`src/rtl/game_pkg.sv`:
```
// Shared encodings for the game control path: difficulty FSM, round timer and
// the BCD digit width used by the display counters.
package game_pkg;

    localparam int DIGIT_W = 4;

    typedef enum logic [1:0] {
        DIFF_SELECT = 2'd0,
        DIFF_PLAY   = 2'd1,
        DIFF_OVER   = 2'd2
    } diff_state_t;

    typedef enum logic [2:0] {
        T_IDLE    = 3'd0,
        T_LOAD    = 3'd1,
        T_RUN     = 3'd2,
        T_SOLVED  = 3'd3,
        T_EXPIRED = 3'd4
    } timer_state_t;

    typedef enum logic [1:0] {
        LVL_NONE   = 2'd0,
        LVL_HARD   = 2'd1,
        LVL_MEDIUM = 2'd2,
        LVL_EASY   = 2'd3
    } level_t;

    // Elaboration-time conversion of a 0..99 budget into {tens, ones}.
    function automatic logic [2*DIGIT_W-1:0] to_bcd(input int s);
        return {DIGIT_W'(s / 10), DIGIT_W'(s % 10)};
    endfunction

endpackage

```
`src/rtl/bcd_down_counter.sv`:
```
// Two-digit BCD down counter with load, decrement and clear; saturates at 00.
module bcd_down_counter
    import game_pkg::*;
(
    input  logic               clock,
    input  logic               resetn,
    input  logic               clear,
    input  logic               load,
    input  logic [DIGIT_W-1:0] load_tens,
    input  logic [DIGIT_W-1:0] load_ones,
    input  logic               dec,
    output logic [DIGIT_W-1:0] tens,
    output logic [DIGIT_W-1:0] ones,
    output logic               zero_next
);

    always_ff @(posedge clock) begin
        if (!resetn) begin
            tens <= '0;
            ones <= '0;
        end else if (clear) begin
            tens <= '0;
            ones <= '0;
        end else if (load) begin
            tens <= load_tens;
            ones <= load_ones;
        end else if (dec) begin
            if (ones != '0) begin
                ones <= ones - 1'b1;
            end else if (tens != '0) begin
                ones <= DIGIT_W'(9);
                tens <= tens - 1'b1;
            end
        end
    end

    // High at 01: the next decrement lands on 00.
    assign zero_next = (tens == '0) && (ones == DIGIT_W'(1));

endmodule

```
`src/rtl/game_timer.sv`:
```
// Per-round countdown timer: loads a difficulty budget, counts seconds down in
// BCD and reports win / time-up.
//
//   state     | meaning
//   ----------+-----------------------------------------------
//   T_IDLE    | waiting for a play level, digits 00
//   T_LOAD    | one cycle: budget into digits, prescaler cleared
//   T_RUN     | counting down, running = 1
//   T_SOLVED  | maze solved, digits frozen, win = 1
//   T_EXPIRED | budget exhausted, digits 00, timeUp = 1
module game_timer
    import game_pkg::*;
#(
    parameter int CLOCK_HZ       = 50000000,
    parameter int HARD_SECONDS   = 30,
    parameter int MEDIUM_SECONDS = 60,
    parameter int EASY_SECONDS   = 90
) (
    input  logic               clock,
    input  logic               resetn,
    input  logic               playHard,
    input  logic               playMedium,
    input  logic               playEasy,
    input  logic               externalReset,
    input  logic               solved,
    output logic [DIGIT_W-1:0] secondsTens,
    output logic [DIGIT_W-1:0] secondsOnes,
    output logic               running,
    output logic               timeUp,
    output logic               win
);

    localparam int PW = (CLOCK_HZ > 1) ? $clog2(CLOCK_HZ) : 1;
    localparam logic [PW-1:0] TICK_VAL = PW'(CLOCK_HZ - 1);

    localparam logic [2*DIGIT_W-1:0] HARD_BCD   = to_bcd(HARD_SECONDS);
    localparam logic [2*DIGIT_W-1:0] MEDIUM_BCD = to_bcd(MEDIUM_SECONDS);
    localparam logic [2*DIGIT_W-1:0] EASY_BCD   = to_bcd(EASY_SECONDS);

    timer_state_t         state, next_state;
    level_t               level, level_pick;
    logic [PW-1:0]        prescaler;
    logic [2*DIGIT_W-1:0] budget;
    logic                 any_play;
    logic                 tick;
    logic                 cnt_clear, cnt_load, cnt_dec;
    logic                 zero_next;

    assign any_play = playHard | playMedium | playEasy;
    assign tick     = (state == T_RUN) && (prescaler == TICK_VAL);

    always_comb begin
        level_pick = LVL_NONE;
        if (playHard)        level_pick = LVL_HARD;
        else if (playMedium) level_pick = LVL_MEDIUM;
        else if (playEasy)   level_pick = LVL_EASY;
    end

    always_comb begin
        budget = '0;
        case (level)
            LVL_HARD:   budget = HARD_BCD;
            LVL_MEDIUM: budget = MEDIUM_BCD;
            LVL_EASY:   budget = EASY_BCD;
            default:    budget = '0;
        endcase
    end

    always_ff @(posedge clock) begin
        if (!resetn) begin
            state <= T_IDLE;
        end else begin
            state <= next_state;
        end
    end

    always_comb begin
        next_state = state;
        cnt_dec    = 1'b0;
        if (externalReset) begin
            next_state = T_IDLE;
        end else begin
            case (state)
                T_IDLE: begin
                    if (any_play) next_state = T_LOAD;
                end
                T_LOAD: begin
                    next_state = T_RUN;
                end
                T_RUN: begin
                    // solved outranks both abandonment and the tick
                    if (solved) begin
                        next_state = T_SOLVED;
                    end else if (!any_play) begin
                        next_state = T_IDLE;
                    end else if (tick) begin
                        cnt_dec = 1'b1;
                        if (zero_next) next_state = T_EXPIRED;
                    end
                end
                T_SOLVED, T_EXPIRED: begin
                    if (!any_play) next_state = T_IDLE;
                end
                default: begin
                    next_state = T_IDLE;
                end
            endcase
        end
    end

    assign cnt_clear = (next_state == T_IDLE);
    assign cnt_load  = (state == T_LOAD);

    always_ff @(posedge clock) begin
        if (!resetn) begin
            level     <= LVL_NONE;
            prescaler <= '0;
        end else begin
            if (state == T_IDLE && any_play && !externalReset) begin
                level <= level_pick;
            end
            if (state == T_RUN && next_state == T_RUN) begin
                prescaler <= tick ? '0 : prescaler + 1'b1;
            end else begin
                prescaler <= '0;
            end
        end
    end

    bcd_down_counter u_digits (
        .clock     (clock),
        .resetn    (resetn),
        .clear     (cnt_clear),
        .load      (cnt_load),
        .load_tens (budget[2*DIGIT_W-1:DIGIT_W]),
        .load_ones (budget[DIGIT_W-1:0]),
        .dec       (cnt_dec),
        .tens      (secondsTens),
        .ones      (secondsOnes),
        .zero_next (zero_next)
    );

    assign running = (state == T_RUN);
    assign timeUp  = (state == T_EXPIRED);
    assign win     = (state == T_SOLVED);

endmodule

```
`config.mk`:
```
export PLATFORM = sky130hd
export DESIGN_NAME = game_timer
export DESIGN_NICKNAME = d
export VERILOG_FILES = /design/src/rtl/game_pkg.sv /design/src/rtl/bcd_down_counter.sv /design/src/rtl/game_timer.sv
export SDC_FILE = /design/constraint.sdc
export NUM_CORES = 1
export LEC_CHECK = 0
export CELL_PAD_IN_SITES_DETAIL_PLACEMENT = 1
export CELL_PAD_IN_SITES_GLOBAL_PLACEMENT = 1
export CORE_UTILIZATION = 45
export CTS_CLUSTER_DIAMETER = 30
export DETAILED_ROUTE_END_ITERATION = 6
export PLACE_DENSITY = 0.86
export SLEW_MARGIN = 20
export SYNTH_ARGS = -nofsm -noshare
export SYNTH_HDL_FRONTEND = slang
export SYNTH_SLANG_ARGS = --single-unit
```
`constraint.sdc`:
```
create_clock -name clock -period 4.65 [get_ports clock]
set_clock_uncertainty 0.05 [all_clocks]
set_input_delay 0.6975 -clock clock [delete_from_list [all_inputs] [get_ports clock]]
set_output_delay 0.6975 -clock clock [all_outputs]
set_load 0.03 [all_outputs]
```
-- Yosys cells after proc, flatten, opt, wreduce, memory -nomap -nowiden
Index checks and enable logic that the tools add are counted.
- input bits: 7
- output and inout port bits: 11
- bits in registers: 39
- add/sub/neg operators: 3
- reduce and logical (&&, ||, !) cells: 19
- eq/ne operators: 11
- bitwise operators: 4
- muxes and demuxes: 25
- operators by type and width (operator ; count):
    4-bit two-way mux ; 8
    26-bit by 1-bit adder with 26-bit output, second input constant ; 1
    26-bit equality test, second input constant ; 1
    8-bit case mux with 3 select lines ; 1
    3-bit two-way mux ; 7
    3-bit case mux with 4 select lines ; 1
    3-bit by 2-bit equality test with 1-bit output, second input constant ; 3
    4-bit nonzero test ; 2
    4-bit by 1-bit subtractor with 4-bit output, second input constant ; 2
    3-bit zero test ; 2
    2-bit two-way mux ; 3
    1-bit logical AND ; 5
    1-bit two-way mux ; 5
    2-bit equality test, second input constant ; 2
    4-bit by 1-bit equality test with 1-bit output, second input constant ; 1
    4-bit zero test ; 1
    2-bit nonzero test ; 2
    2-bit OR reduction ; 2
    3-bit by 1-bit equality test with 1-bit output, second input constant ; 1
    3-bit equality test, second input constant ; 1
    3-bit AND reduction ; 1
    3-bit nonzero test ; 1
    3-bit OR reduction ; 1
    2-bit by 1-bit equality test with 1-bit output, second input constant ; 1
    other kinds (5) ; 7

-- Depth between registers and ports, before layout
- word-level depth: 12
- depth in mapped cells: 7

-- Modules after synthesis
From an unflattened synthesis, not the netlist that was laid out.
- cells, all modules: 250
- area, all modules: 2274.7 sq um
- modules (own cells, without submodules) (module ; area each (sq um) ; cells each ; times used):
    game_timer ; 1771.7 ; 190 ; 1
    bcd_down_counter ; 503.0 ; 60 ; 1

-- Least setup slack after synthesis
OpenSTA, ideal clock, no wires.
- path kind: register to register
- from: register state[2]
- to: register prescaler[10]
- slack: 2.371 ns
- path buffers: 2
- arrival: 2.165 ns
- library setup time: 0.064 ns
- cell stages (with the launch flop): 7
- required time: 4.536 ns
- cell sequence: dfxtp_1 clkbuf_1 nor3b_1 nor3b_1 nand3_1 buf_2 nor2_1
- cells in the longest elaborated chain, start to end: 11
- ends and longest elaborated chain (item ; RTL line ; text):
    start: declaration ; game_timer.sv:40 ; timer_state_t state, next_state;
    start signal: assignment ; game_timer.sv:73 ; state <= next_state;
    3-bit by 2-bit equality test with 1-bit output (*) ; - ;
    named net running ; game_timer.sv:28 ; output logic running,
    1-bit logical AND ; game_timer.sv:50 ; assign tick = (state == T_RUN) && (prescaler == TICK_VAL);
    3-bit two-way mux ; game_timer.sv:96 ; end else if (tick) begin
    3-bit two-way mux ; game_timer.sv:94 ; end else if (!any_play) begin
    3-bit two-way mux ; game_timer.sv:92 ; if (solved) begin
    3-bit case mux with 4 select lines ; game_timer.sv:83 ; case (state)
    3-bit two-way mux ; game_timer.sv:80 ; if (externalReset) begin
    3-bit by 2-bit equality test with 1-bit output ; game_timer.sv:122 ; if (state == T_RUN && next_state == T_RUN) begin
    1-bit logical AND ; game_timer.sv:122 ;
    1-bit inverter (no line) ; - ;
    3-bit OR reduction (no line) (*) ; - ;
    end signal: assignment ; game_timer.sv:123 ; prescaler <= tick ? '0 : prescaler + 1'b1;
    end: declaration ; game_timer.sv:42 ; logic [PW-1:0] prescaler;
Mark *: on every way through the listed nets, which the timed path passes. The rest lies on a longest branch.
A chain may end at the register's enable or synchronous reset.

-- Worst setup path after layout
- from: input playMedium
- to: register u_digits.tens[1]
- cells in the longest elaborated chain, start to end: 8
- ends and longest elaborated chain (item ; RTL line ; text):
    start: declaration ; game_timer.sv:22 ; input logic playMedium,
    1-bit OR (*) (2 in a row) ; game_timer.sv:49 ; assign any_play = playHard | playMedium | playEasy;
    3-bit two-way mux or 1-bit two-way mux (tied branches) ; game_timer.sv:94 ;
    3-bit two-way mux or 1-bit two-way mux (tied branches) ; game_timer.sv:92 ;
    3-bit case mux with 4 select lines or 1-bit two-way mux (tied branches) ; game_timer.sv:83 ;
    3-bit two-way mux or 1-bit two-way mux (tied branches) ; game_timer.sv:80 ;
    3-bit zero test or 2-bit nonzero test (tied branches) ; - ;
    2-bit OR reduction (no line) or 3-bit AND reduction (tied branches) ; - ;
    end signal: assignment ; bcd_down_counter.sv:25 ; tens <= load_tens;
    end signal: assignment ; bcd_down_counter.sv:32 ; tens <= tens - 1'b1;
    end: declaration ; bcd_down_counter.sv:12 ; output logic [DIGIT_W-1:0] tens,
Every way passes the cells marked *; elsewhere a longest branch is shown, timed or not.

==> run_results.csv <==
group,metric,value,unit
status,status,"complete, no violations",
synthesis,synth-compound-area-share,8.22,%
hold_path,min_from,"prescaler[0]",
synthesis,synth-async-reset-ratio,0,%
grt,grt_pass1_vias,1752,
final_layout,layout_commonest_cell,"nor2_1",
pwr,pwr-share-seq,56.3,%
pwr,pwr-share-clk,38.2,%
drt,drt_iter0_drc,78,
timing,post-route-min-period,2.68,ns
timing,worst_pin_slew,1.02,ns
synthesis,synth_area_per_cell,8.27,um2
grt,antenna_found_initial,0,
worst_setup_path,worst-path-max-fanout,4,
timing,setup_viol,0,
worst_setup_path,r2r_start,"prescaler[17]",
worst_setup_path,cp.required,4.82,ns
timing,rsz0062_at_grt,"false",
grt,track_usage,23.8,%
pwr,internal-power,0.000467,W
synthesis,muxShareOfSynthArea,0.560,%
final_layout,mostFrequentLayoutCells,"nor2_1 (47), dfxtp_1 (39), nand2_1 (20)",
synthesis,synth_warnings,0,
worst_setup_path,crit_buf_inv,1,
placed_design,dp_hpwl,3.64,mm
placed_design,place_congestion,0.793,
placed_design,placed_cells,306,
floorplanning,die_h,68.8,um
synthesis,synth_ff_type,"dfxtp_1",
worst_setup_path,cp_cell_sequence,"clkdlybuf4s50_1, nor3_1, or3_1, or3_1, nor2_1, mux2_2, o21ai_1",
worst_setup_path,cp-end-kind,"flip-flop",
synthesis,synthCells,243,
drt,wire_per_inst,15.8,um
synthesis,synth_fa_ha_area_share,6.23,%
floorplanning,initial_core_util,48.5,%
pwr,combPwrFrac,5.6,%
synthesis,synth-xor-area-share,11.3,%
synthesis,yosys.area_share.simple,32.1,%
clocking,postCtsSetupRepairBufs,0,
drt,drc,0,
drt,via_per_inst,5.53,
final_layout,area_delta_synth_final,15.1,%
final_layout,drive_above_1_share,5.32,%
worst_setup_path,slowest_delay,0.54,ns
synthesis,synth-seq-area-share,38.9,%
synthesis,synth_seq_cells,39,
floorplanning,core_area,4140,um2
drt,firstDrtPassIters,4,
final_layout,n_antenna_cell,0,
clocking,cts-root-buf,"clkbuf_8",
synthesis,synth_edf_count,0,
clocking,htreeDepth,2,
worst_setup_path,cp-startpoint,"playMedium",
synthesis,synth_largest_area_cell,"dfxtp_1",
clocking,clock_path_buffers,2,
synthesis,synth_area_leaders,"dfxtp_1 (39%), nor2_1 (8.8%), xor2_1 (7.4%)",
clocking,cts_tree,"yes",
drt,wirelength,4.95,mm
synthesis,synth_top_family_by_area,"simple AND/OR/NAND/NOR gates",
grt,grt_max_degree,27,
drt,via_count,1732,
synthesis,synth_top_area_share,38.9,%
worst_setup_path,critPathKind,"input pin to flip-flop",
pwr,p_sw_share,22.8,%
timing,slew_violations,0,
clocking,clock_latency,0.29,ns
final_layout,nNetsFinal,280,
floorplanning,dieArea,4740,um2
pwr,max-vdd-ir-drop,0.000210,V
clocking,cts-resized-gates,0,
clocking,cts_sinks,39,
synthesis,synthesis.area,2010,um2
worst_setup_path,cp-start-kind,"input pin",
timing,timing.fmax,0.373,GHz
clocking,cts-hold-fix-buffers,0,
grt,overflow,0,
flow_run,cap_violations,0,
pwr,power.switching,0.000138,W
placed_design,io_buffers,17,
floorplanning,die_w,68.8,um
clocking,cts.clk_slew.worst_paths,0.07,ns
worst_setup_path,cp.arrival,2.85,ns
synthesis,synth_cell_type_count,38,
worst_setup_path,path_delay_family,"simple AND/OR/NAND/NOR gates",
synthesis,syn_nets,260,
clocking,cts_buffers,5,
timing,hold_viol,0,
pwr,powerDensity,262,nW/um2
floorplanning,fp-row-count,23,
hold_path,hp-class,"flip-flop to flip-flop",
timing,slew_headroom,31.8,%
floorplanning,io_pins,18,
worst_setup_path,crit_top_cell,"or3_1",
worst_setup_path,cp_slowest_cell,"clkdlybuf4s50_1",
timing,finalCritPeriodShare,57.6,%
drt,ant_nets,0,
grt,grt_pass1_wl,8.12,mm
pwr,p_leak,0.779,nW
final_layout,fin_cells,313,
timing,fin_tns_setup,0,ns
-- sequential cells by signal, indices dropped and copies added, names as in the netlist --
register,flops
u_digits.ones,4
u_digits.tens,4
level,2
prescaler,26
state,3
-- synth_stat cells, types with 2 or more instances --
| library cell | n |
|---|---|
| nor2_1 | 47 |
| dfxtp_1 | 39 |
| nand2_1 | 20 |
| nand3_1 | 18 |
| xor2_1 | 17 |
| nor3_1 | 12 |
| ha_1 | 10 |
| inv_1 | 10 |
| xnor2_1 | 9 |
| or3_1 | 8 |
| and3_1 | 5 |
| o21ai_1 | 5 |
| a21oi_1 | 4 |
| nand4_1 | 4 |
| nand2b_1 | 3 |
| nor3b_1 | 3 |
| o21ai_0 | 3 |
| a311oi_2 | 2 |
| a31oi_1 | 2 |
| buf_2 | 2 |
| clkbuf_1 | 2 |
| o21a_1 | 2 |
-- metal layers --
layer	track usage (%)	up-vias	wire [um]
li1	-	872	-
met1	30.2	827	2430
met2	39.2	22	2320
met3	4.61	11	117
met4	9.95	0	84
met5	0	-	0
-- worst reg2reg max path: stages, from the launching register on --
cell,delay (ns)
dfxtp_1,0.42
or4b_4,0.50
nor4_4,0.23
nand4_2,0.26
nand3_1,0.79
nor2_1,0.13
-- final cells by class --
cell class	count	area, um2
fill	517	1830
multi-input combinational	190	1170
sequential	39	781
timing repair buffer	17	170
clock buffer	6	82.6
tap	50	62.6
inverter	10	37.5
clock inverter	1	5.00
-- final timing paths --
kind,end,slack (ns),cells past startpoint
max,u_digits.tens[1],1.97,7
max reg2reg,prescaler[22],2.11,5
min reg2reg,prescaler[0],0.44,1
min,prescaler[0],0.44,1
-- metrics by stage --
step | util, % | setup slack, ns | area, um2 | hold slack (ns) | total power (W)
after floorplan | - | 2.37 | 2010 | 0.392 | 0.000367
after global placement | 53.7 | 1.81 | 2220 | 0.414 | 0.000380
after detailed placement | 53.7 | 1.68 | 2220 | 0.417 | 0.000382
after CTS | 55.8 | 1.98 | 2310 | 0.435 | 0.000610
after global routing | 55.8 | 1.88 | 2310 | 0.473 | 0.000624
final | 55.8 | 1.97 | 2310 | 0.438 | 0.000605
-- cells by family after synthesis --
logic type               Yosys count
AND/OR/NAND/NOR                  129
flip-flops                        39
XOR/XNOR                          26
AO/OA/AOI/OAI                     24
buffers and inverters             14
adder cells (fa/ha/maj)           10
multiplexers                       1
-- power by group through the flow --
stage,clock network (W),logic [W],registers (W)
finish,0.000231,0.0000336,0.000340
global route,0.000246,0.0000374,0.000341
CTS,0.000236,0.0000337,0.000340
detailed placement,0,0.0000334,0.000348
global placement,0,0.0000323,0.000348
floorplan,0,0.0000204,0.000347
(Power assumes the default switching activity.)
